**config.mk**
```make
export PLATFORM = sky130hd
export DESIGN_NAME = blink_sequencer
export DESIGN_NICKNAME = d
export VERILOG_FILES = /design/src/rtl/blink_sequencer.sv
export SDC_FILE = /design/constraint.sdc
export NUM_CORES = 1
export LEC_CHECK = 0
export ABC_AREA = 0
export BUFFER_PORTS_ARGS = -buffer_cell sky130_fd_sc_hd__buf_2
export CAP_MARGIN = 40
export CORE_MARGIN = 3
export CORE_UTILIZATION = 25
export DETAILED_ROUTE_END_ITERATION = 8
export GPL_TIMING_DRIVEN = 0
export PLACE_DENSITY = 0.44
export SETUP_SLACK_MARGIN = 0.1
export SLEW_MARGIN = 25
export SYNTH_ARGS = -nofsm -noshare
export SYNTH_HDL_FRONTEND = slang
export SYNTH_SLANG_ARGS = --single-unit
export TNS_END_PERCENT = 20
```
**constraint.sdc**
```tcl
create_clock -name clk -period 3.3 [get_ports clk]
set_input_delay 0.66 -clock clk [delete_from_list [all_inputs] [get_ports clk]]
set_output_delay 0.66 -clock clk [all_outputs]
set_load 0.005 [all_outputs]
```
**src/rtl/blink_sequencer.sv**
```systemverilog
// LED pattern sequencer: a prescaled blink timer that advances an 8-bit LED
// register by count-up, count-down, rotate or one-hot ping-pong, driven by a valid/ready command port.
module blink_sequencer #(
  parameter int BASE_DIV = 25000000,
  parameter int DIV_W    = 25
) (
  input  logic       clk,
  input  logic       rst_n,
  input  logic       ena,
  input  logic       cmd_valid,
  output logic       cmd_ready,
  input  logic [2:0] cmd_op,
  input  logic [7:0] cmd_arg,
  output logic [7:0] led,
  output logic       tick,
  output logic       running
);

  localparam logic [1:0] ST_IDLE = 2'd0;
  localparam logic [1:0] ST_RUN  = 2'd1;
  localparam logic [1:0] ST_STEP = 2'd2;

  localparam logic [1:0] MODE_UP   = 2'd0;
  localparam logic [1:0] MODE_DOWN = 2'd1;
  localparam logic [1:0] MODE_ROT  = 2'd2;

  localparam logic [2:0] OP_LOAD     = 3'd1;
  localparam logic [2:0] OP_SET_RATE = 3'd2;
  localparam logic [2:0] OP_SET_MODE = 3'd3;
  localparam logic [2:0] OP_START    = 3'd4;
  localparam logic [2:0] OP_STOP     = 3'd5;
  localparam logic [2:0] OP_STEP     = 3'd6;
  localparam logic [2:0] OP_CLEAR    = 3'd7;

  localparam logic [DIV_W-1:0] BASE_LAST = DIV_W'(BASE_DIV - 1);

  logic [1:0]       state, state_d;
  logic [1:0]       mode, mode_d;
  logic             dir, dir_d;          // 1 = shifting left in PING mode
  logic [7:0]       rate, rate_d;
  logic [7:0]       rate_cnt, rate_cnt_d;
  logic [DIV_W-1:0] base_cnt, base_cnt_d;
  logic [7:0]       led_d, led_adv;
  logic             dir_adv;
  logic             tick_d;
  logic             accept, base_strobe, one_hot, do_adv, block_adv;

  assign cmd_ready   = ena && (state != ST_STEP);
  assign accept      = cmd_valid && cmd_ready;
  assign running     = (state == ST_RUN);
  assign base_strobe = (base_cnt == BASE_LAST);
  assign one_hot     = (led != 8'd0) && ((led & (led - 8'd1)) == 8'd0);

  // Next LED value for a single advance in the current mode.
  always_comb begin
    // NOTE: every combinational output gets a default first so no path leaves it unassigned (no latches).
    led_adv = led;
    dir_adv = dir;
    case (mode)
      MODE_UP:   led_adv = led + 8'd1;
      MODE_DOWN: led_adv = led - 8'd1;
      MODE_ROT:  led_adv = {led[6:0], led[7]};
      default: begin
        if (!one_hot) begin
          led_adv = 8'h01;
          dir_adv = 1'b1;
        end else if (dir) begin
          if (led == 8'h80) begin
            led_adv = 8'h40;
            dir_adv = 1'b0;
          end else begin
            led_adv = led << 1;
          end
        end else begin
          if (led == 8'h01) begin
            led_adv = 8'h02;
            dir_adv = 1'b1;
          end else begin
            led_adv = led >> 1;
          end
        end
      end
    endcase
  end

  always_comb begin
    state_d    = state;
    mode_d     = mode;
    dir_d      = dir;
    rate_d     = rate;
    rate_cnt_d = rate_cnt;
    base_cnt_d = base_cnt;
    led_d      = led;
    tick_d     = 1'b0;
    do_adv     = 1'b0;
    block_adv  = 1'b0;

    case (state)
      ST_RUN: begin
        if (base_strobe) begin
          base_cnt_d = '0;
          if (rate_cnt == rate) begin
            rate_cnt_d = 8'd0;
            do_adv     = 1'b1;
          end else begin
            rate_cnt_d = rate_cnt + 8'd1;
          end
        end else begin
          base_cnt_d = base_cnt + 1'b1;
        end
      end
      ST_STEP: begin
        do_adv  = 1'b1;
        state_d = ST_IDLE;
      end
      default: begin
        base_cnt_d = '0;
        rate_cnt_d = 8'd0;
      end
    endcase

    // A data-changing command or STOP in the same cycle as a scheduled advance drops the advance.
    if (accept) begin
      case (cmd_op)
        OP_LOAD: begin
          led_d     = cmd_arg;
          block_adv = 1'b1;
        end
        OP_SET_RATE: begin
          rate_d     = cmd_arg;
          base_cnt_d = '0;
          rate_cnt_d = 8'd0;
          block_adv  = 1'b1;
        end
        OP_SET_MODE: begin
          mode_d    = cmd_arg[1:0];
          dir_d     = 1'b1;
          block_adv = 1'b1;
          if (cmd_arg[1:0] == 2'd3) led_d = 8'h01;
        end
        OP_START: begin
          if (state == ST_IDLE) begin
            state_d    = ST_RUN;
            base_cnt_d = '0;
            rate_cnt_d = 8'd0;
          end
        end
        OP_STOP: begin
          if (state == ST_RUN) begin
            state_d    = ST_IDLE;
            base_cnt_d = '0;
            rate_cnt_d = 8'd0;
            block_adv  = 1'b1;
          end
        end
        OP_STEP: begin
          if (state == ST_IDLE) state_d = ST_STEP;
        end
        OP_CLEAR: begin
          led_d      = 8'd0;
          base_cnt_d = '0;
          rate_cnt_d = 8'd0;
          block_adv  = 1'b1;
        end
        default: ;
      endcase
    end

    if (do_adv && !block_adv) begin
      led_d  = led_adv;
      dir_d  = dir_adv;
      tick_d = 1'b1;
    end
  end

  always_ff @(posedge clk or negedge rst_n) begin
    // NOTE: sequential state uses non-blocking assignments so all registers update from pre-edge values.
    if (!rst_n) begin
      state    <= ST_IDLE;
      mode     <= MODE_UP;
      dir      <= 1'b1;
      rate     <= 8'd0;
      rate_cnt <= 8'd0;
      base_cnt <= '0;
      led      <= 8'd0;
      tick     <= 1'b0;
    end else if (ena) begin
      state    <= state_d;
      mode     <= mode_d;
      dir      <= dir_d;
      rate     <= rate_d;
      rate_cnt <= rate_cnt_d;
      base_cnt <= base_cnt_d;
      led      <= led_d;
      tick     <= tick_d;
    end else begin
      tick <= 1'b0;
    end
  end

endmodule

```
Word level (Yosys, flattened, before mapping)
Cells that the tools add are included.
Cells by class
  reduce and logical (&&, ||, !) cells: 19
  eq/ne operators: 19
  bitwise gates (word level): 1
  mux-type cells: 44
  add/sub/neg operators: 4
Operators with widths (count)
  two-way mux 25 bit: 4
  two-way mux 8 bit: 11
  one-hot mux 25 bit (3 select lines): 1
  one-hot mux 8 bit (3 select lines): 3
  one-hot mux 25 bit (2 select lines): 1
  adder 25 x 1 -> 25 bit, second input constant: 1
  == test 25 bit, second input constant: 1
  adder 8 x 1 -> 8 bit, second input constant: 2
  one-hot mux 8 bit (2 select lines): 1
  two-way mux 1 bit: 14
  == test 3 bit, second input constant: 4
  two-way mux 2 bit: 5
  bitwise AND 8 bit: 1
  == test 8 x 1 -> 1 bit, second input constant: 1
  == test 8 bit: 1
  == test 8 bit, second input constant: 1
  logical NOT 8 bit: 1
  AND reduction 4 bit: 2
  nonzero test 8 bit: 1
  subtractor 8 x 1 -> 8 bit, second input constant: 1
  two-way mux 7 bit: 1
  == test 2 bit, second input constant: 3
  == test 3 x 2 -> 1 bit, second input constant: 2
  one-hot mux 2 bit (3 select lines): 1
  other kinds (14): 23
Word-level totals
  logic and storage cells: 95
  flip-flop bits (word level): 55
  output and inout port bits: 11
  input port bits: 15

Depth between registers and ports, before layout
  depth after elaboration: 8
  gate-level depth with buffers: 11
  depth with buffers taken out: 11

Worst setup path after synthesis
No wires, ideal clock.
  kind: reg2reg
  start point: register led[2]
  end point: register led[0]
  period minus slack after synthesis: 3.314 ns
  library setup time: 0.122 ns
  path buffers: 1
  data arrival time: 3.192 ns
  cell stages (with the launch flop): 12
  path slack: -0.014 ns
  required time: 3.178 ns
  cells stage by stage: dfrtp_1 > clkbuf_8 > or3_1 > or3_1 > nand2b_1 > ha_1 > or4_1 > nor4_1 > o311a_1 > a21oi_1 > a211o_1 > a32o_1
On the way
  word-level cells in the longest chain between the ends: 7
  elaborated cells between the ends (all ways): 11
  classes of those cells: add/sub (1); eq/ne (1); mux (5); bitwise (1); reduce/logical (3)
Ends and longest elaborated chain
  start, declared: line 14  | output logic [7:0] led,
  start signal, assigned: line 194  | led <= led_d;
  subtractor 8 x 1 -> 8 bit: line 52  | assign one_hot = (led != 8'd0) && ((led & (led - 8'd1)) == 8'd0);
  bitwise AND 8 bit: line 52
  logical NOT 8 bit: line 52
  logical AND 1 bit: line 52
  two-way mux 8 bit (*): line 64  | if (!one_hot) begin
  one-hot mux 8 bit (3 select lines) (*): line 59  | case (mode)
  two-way mux 8 bit (*): line 169  | if (do_adv && !block_adv) begin
Every way passes the cells marked *; elsewhere a longest branch is shown, timed or not.
A chain may end at the register's enable or synchronous reset.

Final worst setup path
  start point: register led[0]
  end point: register led[1]
On the way
  word-level cells in the longest chain between the ends: 7
  elaborated cells between the ends (all ways): 14
  classes of those cells: add/sub (2); eq/ne (2); mux (6); bitwise (1); reduce/logical (3)
Ends and longest elaborated chain (line)
  subtractor 8 x 1 -> 8 bit: 52, 61
  bitwise AND 8 bit: 52
  logical NOT 8 bit: 52
  logical AND 1 bit: 52
  two-way mux 8 bit: 64
  one-hot mux 8 bit (3 select lines) (*): 59
  two-way mux 8 bit (*): 169
Marked as above.

==> reports/metrics.csv <==
stage,metric,value,unit
final_layout,num-fill-cells,1754,
pwr,switchingPower,783.6,uW
global_route,grt_pass1_wl,21360,um
timing,drv_slew,0,
synth,mappedNetlistArea,0.004189,mm^2
detailed_routing,ant_nets,0,
die,rows,46,
clock_tree,tritoncts,yes,
detailed_routing,dr_total_vias,4061,
synth,synth_warnings,0,
synth,syn_avg_cell_area,8.655,um^2
worst_setup_path,rrSetupSlack,120,ps
timing,relSlewSlack,0.4330,
synth,synth_ff_type,dfrtp_1,
synth,ys_types,77,
timing,rsz0062_at_grt,yes,
timing,timing.final.ws_setup,124.1,ps
global_route,grt_pass1_vias,3845,
die,die_w,135.4,um
global_route,grt_max_degree,56,
worst_setup_path,reg2reg_depth,11,
die,io_pins,26,
clock_tree,hold_buffers,0,
worst_setup_path,crit_chain,or3_4 -> or3_4 -> nand2b_4 -> ha_4 -> or4_4 -> nor4_4 -> buf_4 -> nand4_1 -> a21oi_2 -> o21a_1 -> a221o_1,
clock_tree,clock_latency,300,ps
detailed_routing,first_iter_violations,284,
timing,period_share,0.9624,
detailed_routing,wirelength,13210,um
pwr,p_per_area,443.7,mW/mm^2
place,place_area,0.004599,mm^2
pwr,p_int,1.393,mW
clock_tree,ctsLongestPathBuffers,2,
detailed_routing,via_per_inst,5.444,
global_route,antenna_found_initial,0,
worst_setup_path,setup.worst_path.class,reg -> reg,
place,gp_congestion,0.8266,
pwr,p_comb_frac,0.381,
pwr,p_leak,2.061,nW
worst_setup_path,path_common_cell,or3_4,
timing,maxClockFrequency,314.9,MHz
worst_setup_path,start_kind,register,
worst_setup_path,crit_family,simple AND/OR/NAND/NOR gates,
worst_setup_path,cp.buffers_inverters,1,
synth,yosysSeqAreaShare,0.3289,
final_layout,drive_above_1_share,0.1830,
global_route,grt-ovfl-total,0,
global_route,grt_use_total,0.1449,
place,place_ws,-206.4,ps
die,die-area,0.01835,mm^2
timing,finalSetupViolCount,0,
clock_tree,clkTransAtPathRegs,70,ps
clock_tree,numCtsBuffers,5,
place,port_buffers,24,
worst_hold_path,min_path_type,in -> async,
synth,syn_inst,484,
synth,synthArstFlopShare,1.000,
pwr,p_clk_frac,0.256,
detailed_routing,drcViolationCount,0,
place,hpwl,9430,um
worst_setup_path,crit_path_end_kind,register,
pwr,power_frac_seq,0.362,
final_layout,layout.nets,561,
timing,hold_viol,0,
timing,tightest_slew,850.5,ps
synth,mappedNetlistNets,516,
worst_setup_path,cp_num_cells,11,
final_layout,syn_to_final_growth,17.11,%
flow_run,cap_violations,0,
detailed_routing,dr.pass1.iters,4,
worst_setup_path,critPathRequiredTime,3530,ps
worst_setup_path,crit_fanout,6,
synth,synth_edf_count,0,
timing,worst_clock_skew,10.62,ps
clock_tree,cts.sinks,55,
synth,ys_ff_latch,55,
die,fp.dieH,135.4,um
pwr,peakVddDrop,0.0002016,V
worst_setup_path,critPathSlowestCell,dfrtp_2,
clock_tree,cts_root_buffer,clkbuf_16,
worst_setup_path,crit_arrival,3410,ps
final_layout,diodes,0,
final_layout,final_cell_area,0.004906,mm^2
worst_setup_path,critPathMaxStageDelay,470,ps
clock_tree,h-tree-depth,2,
status,status,finished clean,
detailed_routing,wl_per_cell,17.70,um
die,initial_core_util,0.2599,
timing,min_period,3176,ps
pwr,swShare,0.3600,
pwr,p_total,2.177,mW
die,coreArea,0.01612,mm^2
flip-flops by register name (all words and copies together) (netlist names):
name and count:
base_cnt 25, rate 8, state 2, rate_cnt 8
dir 1, led 8, tick 1, mode 2
kinds of logic after synthesis:
logic type / after synthesis / synth area share
simple gates: 185 / 0.2455
compound gates: 147 / 0.2390
flops: 55 / 0.3289
buf+inv: 50 / 0.06392
mux: 18 / 0.04689
fa+ha+maj: 17 / 0.05078
xor+xnor: 12 / 0.02509
final timing paths:
| kind | startpoint | to |
|---|---|---|
| setup / recovery | led[0]$_DFFE_PN0P_ | led[1]$_DFFE_PN0P_ |
| hold / removal | rst_n | base_cnt[18]$_DFFE_PN0P_ |
| setup reg to reg | led[0]$_DFFE_PN0P_ | led[1]$_DFFE_PN0P_ |
| hold reg to reg | base_cnt[16]$_DFFE_PN0P_ | base_cnt[16]$_DFFE_PN0P_ |
| max in group asynchronous | rst_n | dir$_DFFE_PN1P_ |
| min in group clk | base_cnt[16]$_DFFE_PN0P_ | base_cnt[16]$_DFFE_PN0P_ |
worst register-to-register path, stage by stage (launching register included):
cell	delay [ps]
dfrtp_2	470
or3_4	410
or3_4	400
nand2b_4	160
ha_4	170
or4_4	420
nor4_4	220
buf_4	190
nand4_1	230
a21oi_2	200
o21a_1	130
a221o_1	120
final cells by class:
cell class                      instances  area, um^2  area share
Buffer                                 27       182.7     0.03724
Clock buffer                            7       142.6     0.02907
Clock inverter                          1       5.005    0.001020
Inverter                               22       82.58     0.01683
Multi-Input combinational cell        379        2601      0.5302
Sequential cell                        55        1380      0.2813
Tap cell                              216       270.3     0.05509
Timing Repair Buffer                   39       241.5     0.04922
repair_timing:
action | in CTS | in global routing
setup endpoints to repair | 18 | 24
pin swaps | 3 | 6
setup buffers | 4 | 8
gates resized for setup | 8 | 5
routing by layer:
| layer | global-route usage | vias to the layer above | share of wire |
|---|---|---|---|
| met4 | 0.03247 | 0 | 0.011 |
| met2 | 0.2326 | 96 | 0.47 |
| met1 | 0.2058 | 2023 | 0.49 |
| met3 | 0.02303 | 12 | 0.035 |
| li1 | - | 1930 | - |
| met5 | 0 | - | 0 |
cells in the mapped netlist, drive strengths merged (4+ instances only):
master,count,area share
dfrtp,54,0.32
nand2,47,0.044
a21oi,35,0.042
o21ai,31,0.037
nor2,25,0.022
inv,22,0.020
nand3,21,0.025
clkbuf,20,0.027
ha,17,0.051
and3,16,0.024
mux2,13,0.035
nor3,13,0.016
a31oi,12,0.018
nand4,12,0.018
nor4,10,0.022
xor2,10,0.021
a21o,9,0.017
buf,7,0.015
a221o,6,0.014
and2,6,0.0093
nand2b,6,0.0090
a22o,5,0.010
mux2i,5,0.012
o211ai,5,0.0090
o221ai,5,0.010
or4,5,0.010
a211o,4,0.0084
o22a,4,0.0090
o2bb2ai,4,0.0084
or3,4,0.0060
placed cells by master (no fill, tap or decap), drive strengths merged, types with 9 or more instances in the layout:
master and count:
dfrtp 54, nand2 47, buf 45, a21oi 35, o21ai 31, clkbuf 27
nor2 25, inv 22, nand3 21, ha 17, and3 16, mux2 13
nor3 13, a31oi 12, nand4 12, xor2 10, nor4 10, a21o 9
per-stage QoR:
| step | util | hold WS [ps] | setup TNS [ps] | cells |
|---|---|---|---|---|
| 2_1_floorplan | - | 364.4 | 0 | 484 |
| 5_1_grt | 0.3044 | 262.5 | 0 | 746 |
| 6_report | 0.3044 | 250.2 | 0 | 746 |
| 3_5_place_dp | 0.2854 | 480.3 | -1955 | 726 |
| 4_1_cts | 0.2981 | 456.1 | 0 | 738 |
| 3_3_place_gp | 0.2846 | 484.8 | -2524 | 724 |
power by group through the flow:
stage                     registers [mW]  clock network (mW)  logic, mW
final                              0.789               0.558      0.830
after global routing               0.798               0.601      0.907
after CTS                          0.792               0.572      0.777
after detailed placement           0.806                   0      0.720
after global placement             0.805                   0      0.721
after floorplan                    0.786                   0      0.507
Note: power is estimated with default switching activity, not from simulation.
